File: src/rtl/sonar_shift_reg_ctl.sv
// sonar_shift_reg_ctl
// Parametrised load/shift register with a counted serial mode. A parallel word
// is loaded, then exactly WIDTH bits are shifted out through serial_out while
// serial_in is captured at the vacated end. busy, done and shift_count let the
// downstream sequencers hand words off without counting bits themselves.
// Optional running parity of the shifted-in bits: define SHREG_PARITY_EN.
module sonar_shift_reg_ctl #(
  parameter int WIDTH     = 14,
  parameter int CNT_W     = 5,
  parameter bit MSB_FIRST = 1'b1
) (
  input  logic             clk,
  input  logic             resetn,
  input  logic             enable,
  input  logic             load,
  input  logic             start,
  input  logic [WIDTH-1:0] d,
  input  logic             serial_in,
  output logic             serial_out,
  output logic [WIDTH-1:0] q,
  output logic             busy,
  output logic             done,
  output logic [CNT_W-1:0] shift_count,
  output logic             parity
);

  typedef enum logic {
    ST_IDLE  = 1'b0,
    ST_SHIFT = 1'b1
  } state_t;

  // Count value present while the final shift of a word is being performed.
  localparam logic [CNT_W-1:0] LAST_CNT = CNT_W'(WIDTH - 1);

  state_t           r_state;
  state_t           w_state_next;
  logic [WIDTH-1:0] r_q;
  logic [WIDTH-1:0] w_q_next;
  logic [WIDTH-1:0] w_q_shifted;
  logic [CNT_W-1:0] r_count;
  logic [CNT_W-1:0] w_count_next;
  logic             r_done;
  logic             w_done_next;

  // Shift direction and outgoing bit are fixed at elaboration time.
  generate
    if (MSB_FIRST) begin : g_msb_first
      assign w_q_shifted = {r_q[WIDTH-2:0], serial_in};
      assign serial_out  = r_q[WIDTH-1];
    end else begin : g_lsb_first
      assign w_q_shifted = {serial_in, r_q[WIDTH-1:1]};
      assign serial_out  = r_q[0];
    end
  endgenerate

  // State register; enable freezes the sequence in place.
  always_ff @(posedge clk or negedge resetn) begin
    if (!resetn) begin
      r_state <= ST_IDLE;
    end else if (enable) begin
      r_state <= w_state_next;
    end
  end

  // Next-state and datapath decode; done defaults low so it lasts one enabled cycle.
  always_comb begin
    w_state_next = r_state;
    w_q_next     = r_q;
    w_count_next = r_count;
    w_done_next  = 1'b0;
    case (r_state)
      ST_IDLE: begin
        // A simultaneous load+start shifts the freshly loaded word.
        if (load) begin
          w_q_next = d;
        end
        if (start) begin
          w_count_next = '0;
          w_state_next = ST_SHIFT;
        end
      end
      ST_SHIFT: begin
        // load/start are deliberately ignored until the word is finished.
        w_q_next     = w_q_shifted;
        w_count_next = r_count + CNT_W'(1);
        if (r_count == LAST_CNT) begin
          w_done_next  = 1'b1;
          w_state_next = ST_IDLE;
        end
      end
      default: begin
        w_state_next = ST_IDLE;
      end
    endcase
  end

  // Data, count and done registers, all gated by the clock enable.
  always_ff @(posedge clk or negedge resetn) begin
    if (!resetn) begin
      r_q     <= '0;
      r_count <= '0;
      r_done  <= 1'b0;
    end else if (enable) begin
      r_q     <= w_q_next;
      r_count <= w_count_next;
      r_done  <= w_done_next;
    end
  end

`ifdef SHREG_PARITY_EN
  logic r_parity;
  logic w_parity_next;

  // Parity restarts with each sequence and accumulates every captured bit.
  always_comb begin
    w_parity_next = r_parity;
    if (r_state == ST_IDLE) begin
      if (start) begin
        w_parity_next = 1'b0;
      end
    end else begin
      w_parity_next = r_parity ^ serial_in;
    end
  end

  // Parity register; holds its final value through IDLE until the next start.
  always_ff @(posedge clk or negedge resetn) begin
    if (!resetn) begin
      r_parity <= 1'b0;
    end else if (enable) begin
      r_parity <= w_parity_next;
    end
  end

  assign parity = r_parity;
`else
  assign parity = 1'b0;
`endif

  assign q           = r_q;
  assign busy        = (r_state == ST_SHIFT);
  assign done        = r_done;
  assign shift_count = r_count;

endmodule

File: config.mk
export PLATFORM = sky130hd
export DESIGN_NAME = sonar_shift_reg_ctl
export DESIGN_NICKNAME = d
export VERILOG_FILES = /design/src/rtl/sonar_shift_reg_ctl.sv
export SDC_FILE = /design/constraint.sdc
export NUM_CORES = 1
export LEC_CHECK = 0
export ABC_AREA = 1
export CAP_MARGIN = 20
export CORE_UTILIZATION = 47
export DETAILED_ROUTE_END_ITERATION = 16
export GPL_TIMING_DRIVEN = 0
export HOLD_SLACK_MARGIN = 0.12
export PLACE_DENSITY = 0.81
export SLEW_MARGIN = 20
export SYNTH_ARGS = -nofsm -noshare
export SYNTH_HDL_FRONTEND = slang
export SYNTH_SLANG_ARGS = --single-unit
File: constraint.sdc
create_clock -name clk -period 3 [get_ports clk]
set_input_delay 0.3 -clock clk [delete_from_list [all_inputs] [get_ports clk]]
set_output_delay 0.3 -clock clk [all_outputs]
set_load 0.1 [all_outputs]
==> impl_results.md, run 1 <==
* Die W at 51.4 um
* Clk_lat worst skew at 0.29 ns
* CP Capture Point: busy
* Largest net degree at the start of global routing at 22
* Drt pass-1 iters at 4
* Worst r2r path cells at 5
* Critical path class: register to primary output
* Post-CTS resize count at 0
* Routed vias at 1015
* Gr usage total at 22.1%
* Slew Limit Fails at 0
* RSZ-0062 raised after global routing: no
* Placer Congestion at 0.789
* CTS tree: built
* Worst path depth at 1
* Crit share post-route at 76.8%
* CP top delay family: buffers and inverters
* Clock tree buffer depth at 2
* Wire length on met3 at 114 um
* Worst hold path class: primary input to asynchronous set/reset pin
* Worst-margin pin slew at 0.973 ns
* WL per Instance at 11.8 um
* R2r setup slk at 1.77 ns
* Worst Setup End Kind: primary output
* Worst Skew at 0.00137 ns
* Req. time, crit path at 2.70 ns
* Tmin final at 2.30 ns
* Status: completed
* M1 WL at 1110 um
* Filler cell count at 189
* CTS sink cnt at 21
* Global-route wire length before repair at 4310 um
* Crit path launch: busy$_DFFE_PN0P_
* Yosys reg bits at 21
* H-tree Lvls at 1
* Crit path DAT at 2.00 ns
* Hold Worst Slack at 0.278 ns
* Fin nets at 209
* Post-synth cell types at 19
* Via/cell ratio at 4.74
* Area Overhead vs Synth at 42.4%
* Initial Util at 50.9%
* Max cap viols at 0
* Mean Syn Cell Area at 8.20 um^2
* Initial DRC count at 13
* Max frequency at 434 MHz
* Num CTS Buffers at 3
* DRC at 0
* Final setup violation count at 0
* Dpl hpwl at 1930 um
* Slowest CP cell: clkdlybuf4s50_1
* Post-CTS Setup Bufs at 0
* Cts-stage hold buffer count at 0
* Number of antenna violations at the first check in global routing at 0
* Number of port buffers at 41
* Inserted Diodes at 0
* Worst slew margin at 34.9%
* Startpoint types: register
* Share of cells above drive strength 1 at 14.5%
* Worst path max stage delay at 1.19 ns
* DR WL met2 at 1260 um
* Row count at 17
* Crit path cell chain: clkdlybuf4s50_1
* Reg clk slew, reported paths at 0.11 ns
* Die Area at 2650 um^2
* Grt total ovfl at 0
* Mapped Cells at 140
* Post-Syn Nets at 162
* Final hold violation count at 0
* Vias in the first global route at 960
* Reg-to-Reg Start: busy$_DFFE_PN0P_
* IO Count at 43
* Setup TNS at 0 ns
* ANT nets after route at 0
* Die Y at 51.4 um
* Post-Syn Area at 1150 um^2
* Final WL at 2520 um
* Sequential fraction of the synthesis area at 45.8%
* R2r endpoint: q[6]$_DFFE_PN0P_
* DR top layer: met4
* CP Buf/Inv Count at 1
* Root Driver: clkbuf_4
* Max FO, Critical Path at 8
* CORE AREA at 2250 um^2
* Most frequent cells in the layout: 41 x nand2_1, 41 x clkdlybuf4s50_1, 21 x inv_1, 21 x dfrtp_1, 13 x o21ai_2
* Yosys warns at 0
cells in the mapped netlist (all sizes together):
cell / instances / area share (%)
buf: 7 / 6.2
inv: 22 / 7.2
conb: 1 / 0.33
dfrtp: 21 / 46
o22ai: 1 / 0.55
nor2: 5 / 1.6
nand2: 41 / 13
ha: 2 / 2.2
o21ai: 28 / 16
a21oi: 3 / 1.6
o21a: 2 / 1.3
nand4: 2 / 1.1
or2: 1 / 0.55
nand3: 4 / 1.7
worst min path at each step:
stage	endpoint	startpoint	slack, ns	cells after the start
3_5_place_dp	q[9]$_DFFE_PN0P_	q[9]$_DFFE_PN0P_	0.53	2
4_1_cts	q[8]$_DFFE_PN0P_	resetn	0.55	1
6_report	shift_count[4]$_DFFE_PN0P_	resetn	0.28	1
2_1_floorplan	busy$_DFFE_PN0P_	resetn	0.004	0
3_3_place_gp	done$_DFFE_PN0P_	done$_DFFE_PN0P_	0.52	2
5_1_grt	q[10]$_DFFE_PN0P_	resetn	0.30	1
state kept, by name, indices dropped and copies added (netlist names):
name         flops
q               14
shift_count      5
busy             1
done             1
area by class of cell:
class	count	area (um^2)	area share (%)
timing repair buffer	42	425	26.0
sequential	21	526	32.1
multi-input combinational	90	469	28.7
tap	28	35.0	2.14
clock buffer	4	26.3	1.61
inverter	22	82.6	5.05
buffer	7	71.3	4.36
metrics by stage:
stage / area, um^2 / util, % / cells / setup slack [ns]
2_1_floorplan: 1150 / - / 140 / 1.24
5_1_grt: 1640 / 72.5 / 214 / 0.656
3_5_place_dp: 1590 / 70.7 / 209 / 1.04
4_1_cts: 1620 / 71.9 / 213 / 0.691
6_report: 1640 / 72.5 / 214 / 0.697
3_3_place_gp: 1590 / 70.7 / 209 / 1.04
logic make-up after synthesis:
logic type               synth area share [%]
AND/OR/NAND/NOR                          18.4
AO/OA/AOI/OAI                            19.9
buffers and inverters                    13.4
flip-flops                               45.8
adder cells (fa/ha/maj)                  2.18
other                                   0.326
layer usage:
layer,up-vias,global-route usage [%]
li1,532,-
met1,451,27.1
met2,28,39.8
met3,4,3.87
met4,0,5.41
met5,-,0
Power of run 1 is not shown: default switching activity piles up to over one toggle a cycle in this logic, so the estimate is an artifact.
==> run 2: changes to the inputs <==
- CORE_UTILIZATION: 47 -> 43
- PLACE_DENSITY: 0.81 -> 0.75
- clock period: 3 -> 2.3 ns (I/O delays scaled with it)
==> impl_results.md, run 2 (same netlist as run 1, synthesis figures left out) <==
* Final hold violation count at 0 (unchanged)
* Number of antenna violations at the first check in global routing at 0 (unchanged)
* Drt pass-1 iters at 4 (unchanged)
* Initial DRC count at 13 (unchanged)
* Max frequency at 446 MHz
* Setup TNS at 0 ns (unchanged)
* Global-route wire length before repair at 4070 um (was 4310 um)
* Vias in the first global route at 993 (was 960)
* Crit path DAT at 2.01 ns (was 2.00 ns)
* CP Buf/Inv Count at 1 (unchanged)
* Dpl hpwl at 1850 um (was 1930 um)
* Inserted Diodes at 0 (unchanged)
* WL per Instance at 11.6 um (was 11.8 um)
* Post-CTS Setup Bufs at 0 (unchanged)
* Fin nets at 209 (unchanged)
* CTS sink cnt at 21 (unchanged)
* Gr usage total at 19.6% (was 22.1%)
* Final WL at 2520 um (about the same)
* Worst slew margin at 34.5% (was 34.9%)
* Max FO, Critical Path at 8 (unchanged)
* ANT nets after route at 0 (unchanged)
* Worst hold path class: primary input to asynchronous set/reset pin (unchanged)
* Initial Util at 45.9% (was 50.9%)
* Post-CTS resize count at 0 (unchanged)
* Hold Worst Slack at 0.425 ns (was 0.278 ns)
* CP top delay family: buffers and inverters (unchanged)
* CTS tree: built (unchanged)
* Die Area at 2880 um^2 (was 2650 um^2)
* Largest net degree at the start of global routing at 22 (unchanged)
* Cts-stage hold buffer count at 0 (unchanged)
* Crit path cell chain: clkdlybuf4s50_1 (unchanged)
* Row count at 18 (was 17)
* CORE AREA at 2500 um^2 (was 2250 um^2)
* Critical path class: register to primary output (unchanged)
* Worst Skew at 0.00595 ns (was 0.00137 ns)
* Routed vias at 1034 (was 1015)
* Placer Congestion at 0.728 (was 0.789)
* Area Overhead vs Synth at 41.8% (was 42.4%)
* IO Count at 43 (unchanged)
* Largest register FFs at 14 (unchanged)
* Die W at 53.7 um (was 51.4 um)
* RSZ-0062 raised after global routing: no (unchanged)
* Worst-margin pin slew at 0.980 ns (was 0.973 ns)
* Filler cell count at 213 (was 189)
* Final core occ at 65.2% (was 72.5%)
* Req. time, crit path at 2.07 ns (was 2.70 ns)
* Share of cells above drive strength 1 at 15.1% (was 14.5%)
* Number of port buffers at 41 (unchanged)
* Most frequent cells in the layout: 41 x nand2_1, 40 x clkdlybuf4s50_1, 21 x inv_1, 21 x dfrtp_1, 13 x o21ai_2 (was 41 x nand2_1, 41 x clkdlybuf4s50_1, 21 x inv_1, 21 x dfrtp_1, 13 x o21ai_2)
* Worst Setup End Kind: primary output (unchanged)
* Clock tree buffer depth at 2 (unchanged)
* Via/cell ratio at 4.79 (was 4.74)
* H-tree Lvls at 1 (unchanged)
* Clk_lat worst skew at 0.30 ns (was 0.29 ns)
* Root Driver: clkbuf_4 (unchanged)
* Tmin final at 2.24 ns
* Crit share post-route at 97.5%
* Worst path max stage delay at 1.19 ns (about the same)
* Num CTS Buffers at 3 (unchanged)
* Grt total ovfl at 0 (unchanged)
* Commonest non-fill, non-tap cell in the layout: nand2_1
* DRC at 0 (unchanged)
* Max cap viols at 0 (unchanged)
* Worst path depth at 1 (unchanged)
* Startpoint types: register (unchanged)
* Reg clk slew, reported paths at 0.12 ns (was 0.11 ns)
* Die Y at 53.7 um (was 51.4 um)
* Slowest CP cell: clkdlybuf4s50_1 (unchanged)
* Status: completed (unchanged)
* Worst r2r path cells at 5 (unchanged)
* Final setup violation count at 0 (unchanged)
* Slew Limit Fails at 0 (unchanged)
## run 2: final timing paths
path / endpoint / from / slack [ns]
worst min-delay path: q[2]$_DFFE_PN0P_ / resetn / 0.43
worst max-delay path: busy / busy$_DFFE_PN0P_ / 0.06
max in group asynchronous: shift_count[4]$_DFFE_PN0P_ / resetn / 1.55
worst min register to register: done$_DFFE_PN0P_ / done$_DFFE_PN0P_ / 0.53
worst max register to register: q[11]$_DFFE_PN0P_ / busy$_DFFE_PN0P_ / 1.03
min in group clk: done$_DFFE_PN0P_ / done$_DFFE_PN0P_ / 0.53
## run 2: per-stage QoR
stage / instance area (um^2) / std cells / setup slack [ns]
6_report: 1630 / 216 / 0.0571
5_1_grt: 1630 / 216 / 0.00847
4_1_cts: 1620 / 215 / 0.0465
3_5_place_dp: 1600 / 211 / 0.392
3_3_place_gp: 1600 / 211 / 0.400
2_1_floorplan: 1150 / 140 / 0.539
## run 2: metal layers
layer	part of all wire [%]	vias to the layer above	GRT usage, %
met5	0	-	0
met4	0.60	0	6.14
met3	4.1	2	4.52
met2	50	24	33.3
met1	45	478	24.3
li1	-	530	-
## run 2: final cells by class
type	instances	area, um^2	area share [%]
Clock buffer	3	22.5	1.38
Inverter	22	82.6	5.07
Clock inverter	1	5.00	0.307
Multi-Input combinational cell	90	469	28.8
Buffer	7	71.3	4.38
Timing Repair Buffer	42	415	25.5
Sequential cell	21	526	32.3
Tap cell	30	37.5	2.30
Power of run 2 is left out for the same reason.
==> run 3: changes to the inputs <==
- HOLD_SLACK_MARGIN: 0.12 -> 0.05
==> results of run 3 <==
Same layout as run 2: the final DEF is identical, and so are final timing and power.
Power of run 3 is left out for the same reason.
